--- config.mk ---
export PLATFORM = sky130hd
export DESIGN_NAME = fifo_rd_packer
export DESIGN_NICKNAME = d
export VERILOG_FILES = /design/src/rtl/fifo_pkg.sv /design/src/rtl/fifo_rd_packer.sv
export SDC_FILE = /design/constraint.sdc
export NUM_CORES = 1
export LEC_CHECK = 0
export ABC_AREA = 1
export CAP_MARGIN = 20
export CORE_MARGIN = 5
export CORE_UTILIZATION = 50
export DETAILED_ROUTE_END_ITERATION = 8
export PLACE_DENSITY_LB_ADDON = 0.1
export SLEW_MARGIN = 20
export SYNTH_ARGS = -nofsm -noshare
export SYNTH_HDL_FRONTEND = slang
export SYNTH_SLANG_ARGS = --single-unit
--- constraint.sdc ---
create_clock -name rclk -period 2.2 [get_ports rclk]
set_input_delay 0.33 -clock rclk [delete_from_list [all_inputs] [get_ports rclk]]
set_output_delay 0.33 -clock rclk [all_outputs]
set_load 0.05 [all_outputs]
--- src/rtl/fifo_pkg.sv ---
// Shared types and sizing helpers for the async-FIFO read-side packer.
package fifo_pkg;

  typedef enum logic {FILL, HOLD} packer_state_t;

  // Width of the lane counter; never narrower than one bit.
  function automatic int packer_cnt_w(input int ratio);
    return (ratio > 1) ? $clog2(ratio) : 1;
  endfunction

endpackage

--- src/rtl/fifo_rd_packer.sv ---
// Pops FIFO words and packs RATIO of them into one valid/ready beat.
// Optional partial-beat flush and lane mask under FIFO_PACKER_FLUSH_EN.
module fifo_rd_packer
  import fifo_pkg::*;
#(
  parameter int WSIZE     = 8,
  parameter int RATIO     = 4,
  parameter int LSB_FIRST = 1
) (
  input  logic                   rclk,
  input  logic                   rrst,
  input  logic [WSIZE-1:0]       rdata,
  input  logic                   rempty,
  output logic                   rinc,
  output logic [WSIZE*RATIO-1:0] m_data,
  output logic                   m_valid,
`ifdef FIFO_PACKER_FLUSH_EN
  input  logic                   flush,
  output logic [RATIO-1:0]       m_keep,
`endif
  input  logic                   m_ready
);

  localparam int CW = packer_cnt_w(RATIO);

  packer_state_t          state;
  logic [CW-1:0]          cnt;
  logic [CW-1:0]          lane;
  logic [RATIO-1:0]       lane_sel;
  logic [WSIZE*RATIO-1:0] data_nxt;
  logic                   accept;
  logic                   last;
  logic                   close;
`ifdef FIFO_PACKER_FLUSH_EN
  logic [RATIO-1:0]       keep_nxt;
  logic                   flush_go;
`endif

  // Pop strobe; in HOLD a pop is allowed only on the acceptance cycle.
  always_comb begin
    rinc = !rrst && !rempty && ((state == FILL) || m_ready);
  end

  always_comb begin
    accept   = (state == HOLD) && m_ready;
    lane     = (LSB_FIRST != 0) ? cnt : (CW'(RATIO - 1) - cnt);
    lane_sel = '0;
    if (rinc) lane_sel[lane] = 1'b1;
    data_nxt = m_data;
    for (int i = 0; i < RATIO; i++) begin
      if (lane_sel[i]) data_nxt[i*WSIZE +: WSIZE] = rdata;
    end
    last  = (state == FILL) && rinc && (cnt == CW'(RATIO - 1));
    close = last;
`ifdef FIFO_PACKER_FLUSH_EN
    keep_nxt = (accept ? '0 : m_keep) | lane_sel;
    flush_go = (state == FILL) && flush && ((cnt != '0) || rinc);
    // A flushed partial beat zeroes the lanes it never wrote.
    if (flush_go) begin
      for (int i = 0; i < RATIO; i++) begin
        if (!keep_nxt[i]) data_nxt[i*WSIZE +: WSIZE] = '0;
      end
    end
    close = last || flush_go;
`endif
  end

  always_ff @(posedge rclk) begin
    if (rrst) begin
      state   <= FILL;
      cnt     <= '0;
      m_valid <= 1'b0;
      m_data  <= '0;
`ifdef FIFO_PACKER_FLUSH_EN
      m_keep  <= '0;
`endif
    end else begin
      m_data <= data_nxt;
`ifdef FIFO_PACKER_FLUSH_EN
      m_keep <= keep_nxt;
`endif
      case (state)
        FILL: begin
          if (close) begin
            state   <= HOLD;
            m_valid <= 1'b1;
            cnt     <= '0;
          end else if (rinc) begin
            cnt <= cnt + 1'b1;
          end
        end
        HOLD: begin
          if (m_ready) begin
            state   <= FILL;
            m_valid <= 1'b0;
            cnt     <= rinc ? CW'(1) : '0;
          end
        end
        default: state <= FILL;
      endcase
    end
  end

endmodule

==> results of run 1 <==
[power by group]
part / leakage, µW / switching, µW / total, µW / internal (µW)
Combinational: 0.000754 / 141 / 221 / 79.4
Clock: 0.0000281 / 212 / 330 / 118
Sequential: 0.000292 / 11.8 / 684 / 672
[synth_stat cells (all sizes together)]
library cell,count,area (µm²)
o21ai,1,5.00
nand2,71,274
inv,38,143
nand3,8,90.1
nor2,67,268
ha,4,50.1
clkbuf,2,15.0
a21oi,3,15.0
and2,1,6.26
dfxtp,36,721
buf,5,48.8
[worst paths after layout]
check / from / endpoint / slack (ns)
worst max-delay path: m_data[4] / m_data[4] / 0.35
worst min-delay path: m_valid / m_valid / 0.48
worst max register to register: cnt[0] / m_data[16] / 1.01
worst min register to register: m_valid / m_valid / 0.48
[per-layer routing]
layer  up-vias  share of wire [%]  global-route usage, %
met5         -                  0                      0
met4         0                1.7                   9.11
met3         6                5.6                   4.16
met2        35                 44                   27.4
met1       593                 48                   20.7
li1        779                  -                      -
[cell type report]
cell class,instances,area share (%)
flip-flops and latches,36,33.5
multi-input cells,155,33.0
repair buffers,47,22.1
inverters,38,6.64
well taps,44,2.56
clock buffers,6,1.92
clock inverters,1,0.233
[cell families (layout without fill, tap and decap cells)]
family / count (synthesis) / in the layout / share of synthesized area [%]
simple gates: 147 / 147 / 39.0
flops: 36 / 36 / 44.1
compound gates: 4 / 4 / 1.22
fa+ha+maj: 4 / 4 / 3.06
buf+inv: 45 / 92 / 12.6
[flip-flops by register name, indices dropped and copies added (netlist names)]
name	cells
cnt	2
m_data	32
m_valid	1
state	1
[through the flow]
stage	power [µW]	hold slack [ns]	setup slack, ns	instances
4_1_cts	1250	0.484	0.339	327
3_5_place_dp	921	0.466	0.362	320
6_report	1230	0.479	0.350	327
5_1_grt	1290	0.518	0.303	327
3_3_place_gp	919	0.466	0.374	320
2_1_floorplan	841	0.399	0.897	236
==> run metrics, run 1 <==
status complete, no violations; Diodes inserted 0; sequential cell area 721 µm²; post-cts resize count 0; Worst Path Max Fanout 2; clock-pin slew on the worst setup and hold paths 0.11 ns; Num CTS Buffers 5; Crit Path Class register to primary output; Worst path slowest cell clkdlybuf4s50_1; Reg2Reg Depth 6; CP delay by family, top buffers and inverters; Distinct cells, synth 15; Fillers 297; Max VDD drop 0.441 mV; CP Data Required Time 1.87 ns; Lkg Pwr 0.00107 µW; setup TNS 0 ns; syn nets 252; share of cells above drive strength 1 5.30%; Hold Path Class register to register; Setup-failing EPs final 0; Buf/Inv on CP 1; Core Region 3100 µm²; Hold Vio Cnt, Final 0; post-CTS setup buffers 0; max-slew violation count 0; Final Cycle Share 84.1%; Die Area 4510 µm²; multi-input logic area 708 µm²; Syn Inst Count 236; pin count of the biggest net entering global routing 19; hold_buf cts 0; first-pass GRT wire length 5660 µm; most frequent cells in the layout nand2_1 (70), nor2_1 (66), clkdlybuf4s50_1 (44); initial DRC count 100; synthesized cell area 1640 µm²; minimum clock period 1.85 ns; worst slew pin tran 0.522 ns; DR DRC count 0; First-pass DRT Iterations 4; Rows 20; Die Y 67.2 µm; Core Util, Final 69.2%; CTS tree built; routability congestion estimate 0.903; final wirelength 3360 µm; IO Pins 46; gr ovfl total 0; CP Launch Type register; Max-slew headroom 65.1%; cells along the critical path clkdlybuf4s50_1; die width 67.2 µm; WP depth 1; sequential fraction of the synthesis area 44.1%; Clock Sinks 36; Max-cap violations 0; routed via count 1,413; power per cell area 575 nW/µm²; CTS H-tree lvls 2; clk_skew 0.0116 ns; CTS Buffer Depth 2; most common cell after layout, fill and taps aside nand2_1; Detail Route Antenna Nets 0; fmax 541 MHz; Yosys Warn Count 0; initial antenna violation count 0; CP peak stage delay 0.81 ns; CP endpoint kind primary output; post-detailed-route wirelength per cell 10.3 µm; vias in the first global route 1,310; DP Area 2100 µm²; Worst EP arrival 1.52 ns; GR Util All Layers 17.0%; register bit total from synthesis 36; design area 2150 µm²; P&R area growth vs syn 31.4%; initial core utilization 52.7%; IO buf count 45; vias per cell 4.32; post-DP HPWL 2440 µm; nets 299; Hold Path Depth 2; RSZ-0062 raised after global routing false; CTS root buffer clkbuf_4; clock latency on the worst-skew pair 0.35 ns; mean post-synth cell area 6.93 µm²
(Power assumes the default switching activity.)
==> run 2, diff against run 1 <==
- CORE_UTILIZATION: 50 -> 42
- clock period: 2.2 -> 1.5 ns (I/O delays scaled with it)
==> run metrics, run 2 (synthesis gave the netlist of run 1 again) <==
P_int 1590 µW; CTS root buffer clkbuf_8; status complete, no violations; switching power 579 µW; CTS Buffer Depth 2; pin count of the biggest net entering global routing 34; Num CTS Buffers 5; Hold Path Class register to register; vias per cell 4.26; Final Cycle Share 91.6%; CP delay by family, top buffers and inverters; sequential power share 46.2%; fmax 728 MHz; initial DRC count 97; Lkg Pwr 0.00120 µW; crit path launch rempty; Clock Sinks 36; Max-slew headroom 85.4%; IO Pins 46; post-detailed-route wirelength per cell 10.6 µm; clock latency on the worst-skew pair 0.29 ns; number of flip-flops in the largest register 32; CTS H-tree lvls 2; initial core utilization 44.0%; GR Util All Layers 14.9%; CP Data Required Time 1.27 ns; final wirelength 3570 µm; hold_buf cts 0; most frequent cells in the layout nand2_1 (70), nor2_1 (66), buf_4 (39); CP Launch Type input pin; Core Util, Final 58.8%; CP endpoint kind primary output; design area 2180 µm²; switching share of power 26.6%; Final Instance Count excl. Fillers 337; P&R area growth vs syn 33.6%; most common cell after layout, fill and taps aside nand2_1; share of cells above drive strength 1 19.0%; max-slew violation count 0; Hold Vio Cnt, Final 0; routed via count 1,434; routability congestion estimate 0.809; gr ovfl total 0; worst slew pin tran 0.218 ns; post-DP HPWL 2500 µm; DP Area 2040 µm²; Die Y 72.4 µm; power per cell area 995 nW/µm²; Detail Route Antenna Nets 0; initial antenna violation count 0; Clk pwr share 38.7%; first-pass GRT wire length 6130 µm; largest registers m_data x32, cnt x2; Core Region 3720 µm²; CP peak stage delay 0.57 ns; Max-cap violations 0; Diodes inserted 0; Rows 22; RSZ-0062 raised after global routing false; dpl cells 325; Combinational Power Share 15.1%; Die Area 5240 µm²; Worst EP arrival 1.15 ns; Buf/Inv on CP 2; Worst Path Max Fanout 2; DR DRC count 0; die width 72.4 µm; Worst path slowest cell clkdlybuf4s50_1; First-pass DRT Iterations 4; Setup-failing EPs final 0; reg2reg start cnt[0]; minimum clock period 1.37 ns; nets 304; clk_skew 0.00675 ns; IO buf count 45; HP Start m_valid; vias in the first global route 1,390; CTS tree built; Crit Path Class input pin to primary output; Max VDD drop 0.658 mV; Largest Register m_data; cells along the critical path clkdlybuf4s50_1, nor2_8, and2_4, buf_12; clock-pin slew on the worst setup and hold paths 0.07 ns
==> run 2: timing repair <==
action | in CTS | in global routing
endpoints found under the setup margin | 1 | 1
resized for setup | 0 | 1
pin swaps | 1 | 0
cloned | 0 | 0
buffers inserted | 1 | 3
==> run 2: layer usage <==
metal	routed length, µm	vias to the layer above	share of wire [%]	track usage [%]
met4	44	0	1.2	3.69
met2	1510	32	42	23.4
met5	0	-	0	0
li1	-	782	-	-
met3	230	5	6.4	5.12
met1	1780	615	50	19.8
==> run 2: worst register-to-register path: stages, from the launching register on <==
cell,delay [ns]
dfxtp_1,0.39
inv_1,0.10
ha_1,0.23
nand3_4,0.19
nand2_1,0.08
nand2_1,0.07
nor2_1,0.04
==> run 2: layout make-up <==
cell class | count | area (µm²)
clock buffers | 6 | 72.6
fillers | 379 | 1530
clock inverters | 2 | 35.0
repair buffers | 52 | 443
inverters | 38 | 143
well taps | 48 | 60.1
multi-input cells | 155 | 711
flip-flops and latches | 36 | 721
==> run 2: final timing paths <==
path | endpoint | cells past startpoint | slack, ns
worst max-delay path | rinc | 4 | 0.13
worst max register to register | m_data[18] | 6 | 0.31
worst min register to register | m_valid | 2 | 0.47
worst min-delay path | m_valid | 2 | 0.47
==> run 2: through the flow <==
stage	TNS (ns)	hold slack, ns	worst slack [ns]	power (µW)
after floorplan	0	0.294	0.358	1230
after global placement	-0.0652	0.455	-0.0457	1350
after detailed placement	-0.173	0.461	-0.0610	1350
after CTS	0	0.471	0.00919	2190
after global routing	0	0.501	0.0789	2260
final	0	0.470	0.126	2170
==> run 2: power groups by stage <==
| stage | combinational [µW] | clock (µW) | sequential [µW] |
|---|---|---|---|
| after floorplan | 114 | 0 | 1120 |
| after global placement | 324 | 0 | 1030 |
| after detailed placement | 325 | 0 | 1030 |
| after CTS | 329 | 854 | 1010 |
| after global routing | 358 | 896 | 1010 |
| final | 328 | 841 | 1000 |
==> run 3, diff against run 2 <==
- CORE_UTILIZATION: 42 -> 40
- SKIP_CTS_REPAIR_TIMING: default -> 1
- TNS_END_PERCENT: default -> 1
==> run metrics, run 3 (synthesis gave the netlist of run 1 again) <==
initial DRC count 91; fmax 693 MHz; Clk pwr share 35.1%; Diodes inserted 0; Final Instance Count excl. Fillers 338; status complete, no violations; Worst Path Max Fanout 5; setup TNS 0 ns; HP Start m_valid; Core Region 3970 µm²; clock latency on the worst-skew pair 0.29 ns; Largest Register m_data; vias per cell 4.22; Setup-failing EPs final 0; RSZ-0062 raised after global routing false; Detail Route Antenna Nets 0; pin count of the biggest net entering global routing 34; Die Y 73.9 µm; dpl cells 327; post-DP HPWL 2520 µm; Max VDD drop 0.425 mV; largest registers m_data x32, cnt x2; Buf/Inv on CP 2; share of cells above drive strength 1 18.8%; CTS tree built; first-pass GRT wire length 5990 µm; Max-cap violations 0; post-detailed-route wirelength per cell 10.7 µm; Worst EP arrival 1.22 ns; CP endpoint kind primary output; most common cell after layout, fill and taps aside nand2_1; GR Util All Layers 14.3%; Fillers 380; routed via count 1,426; Hold Slack 0.464 ns; die width 73.9 µm; reg2reg start cnt[0]; DR DRC count 0; max-slew violation count 0; power per cell area 950 nW/µm²; Hold Path Class register to register; nets 303; cells along the critical path clkdlybuf4s50_1, nor2_8, and2_4, buf_12; CP Data Required Time 1.27 ns; vias in the first global route 1,271; Lkg Pwr 0.00118 µW; switching share of power 28.2%; P&R area growth vs syn 32.4%; sequential power share 48.8%; gr ovfl total 0; Worst path slowest cell clkdlybuf4s50_1; switching power 581 µW; Num CTS Buffers 5; CP Launch Type input pin; Die Area 5470 µm²; clock-pin slew on the worst setup and hold paths 0.07 ns; CTS H-tree lvls 2; IO Pins 46; Rows 23; minimum clock period 1.44 ns; First-pass DRT Iterations 4; initial core utilization 41.2%; P_int 1480 µW; most frequent cells in the layout nand2_1 (70), nor2_1 (66), inv_1 (38), buf_4 (38), dfxtp_1 (36); routability congestion estimate 0.779; final wirelength 3610 µm; Final Cycle Share 96.3%; Crit Path Class input pin to primary output; CP peak stage delay 0.51 ns; Combinational Power Share 16.1%; crit path launch rempty; IO buf count 45; CTS Buffer Depth 2; Core Util, Final 54.5%; initial antenna violation count 0; Hold Vio Cnt, Final 0; clk_skew 0.00737 ns; Max-slew headroom 83.9%; CTS root buffer clkbuf_8; CP delay by family, top buffers and inverters; Clock Sinks 36; total power 2060 µW; number of flip-flops in the largest register 32; worst slew pin tran 0.241 ns
==> run 3: cell type report <==
class                   instances  area, µm²  area share, %
inverters                      38        143           6.59
repair buffers                 51        435           20.1
well taps                      50       62.6           2.89
flip-flops and latches         36        721           33.3
clock buffers                   7       86.3           3.99
clock inverters                 1       7.51          0.347
multi-input cells             155        711           32.8
==> run 3: worst paths after layout <==
check	endpoint	slack, ns	cells past startpoint
setup / recovery	rinc	0.06	4
hold / removal	m_valid	0.46	2
setup reg to reg	m_data[1]	0.29	6
hold reg to reg	m_valid	0.46	2
==> run 3: worst min-delay path, delay by kind of cell, from the launching register on <==
kind            cells  cell delay, ns
compound gates      1            0.05
simple gates        1            0.06
flops               1            0.31
==> run 3: power by group through the flow <==
stage / Sequential [µW] / Combinational, µW / Clock [µW]
finish: 1000 / 332 / 722
global route: 1010 / 360 / 782
CTS: 1000 / 329 / 755
detailed placement: 1030 / 327 / 0
global placement: 1030 / 326 / 0
floorplan: 1120 / 114 / 0
==> run 3: per-stage QoR <==
stage / setup WS [ns] / area, µm²
global placement: -0.0489 / 2050
CTS: -0.0791 / 2140
floorplan: 0.358 / 1640
finish: 0.0560 / 2170
detailed placement: -0.0803 / 2050
global route: 0.00750 / 2170
==> run 3: layer usage <==
layer | track usage, % | share of wire, %
met2 | 21.9 | 44
met3 | 4.73 | 6.6
met1 | 18.5 | 48
met5 | 0 | 0
met4 | 5.84 | 1.9
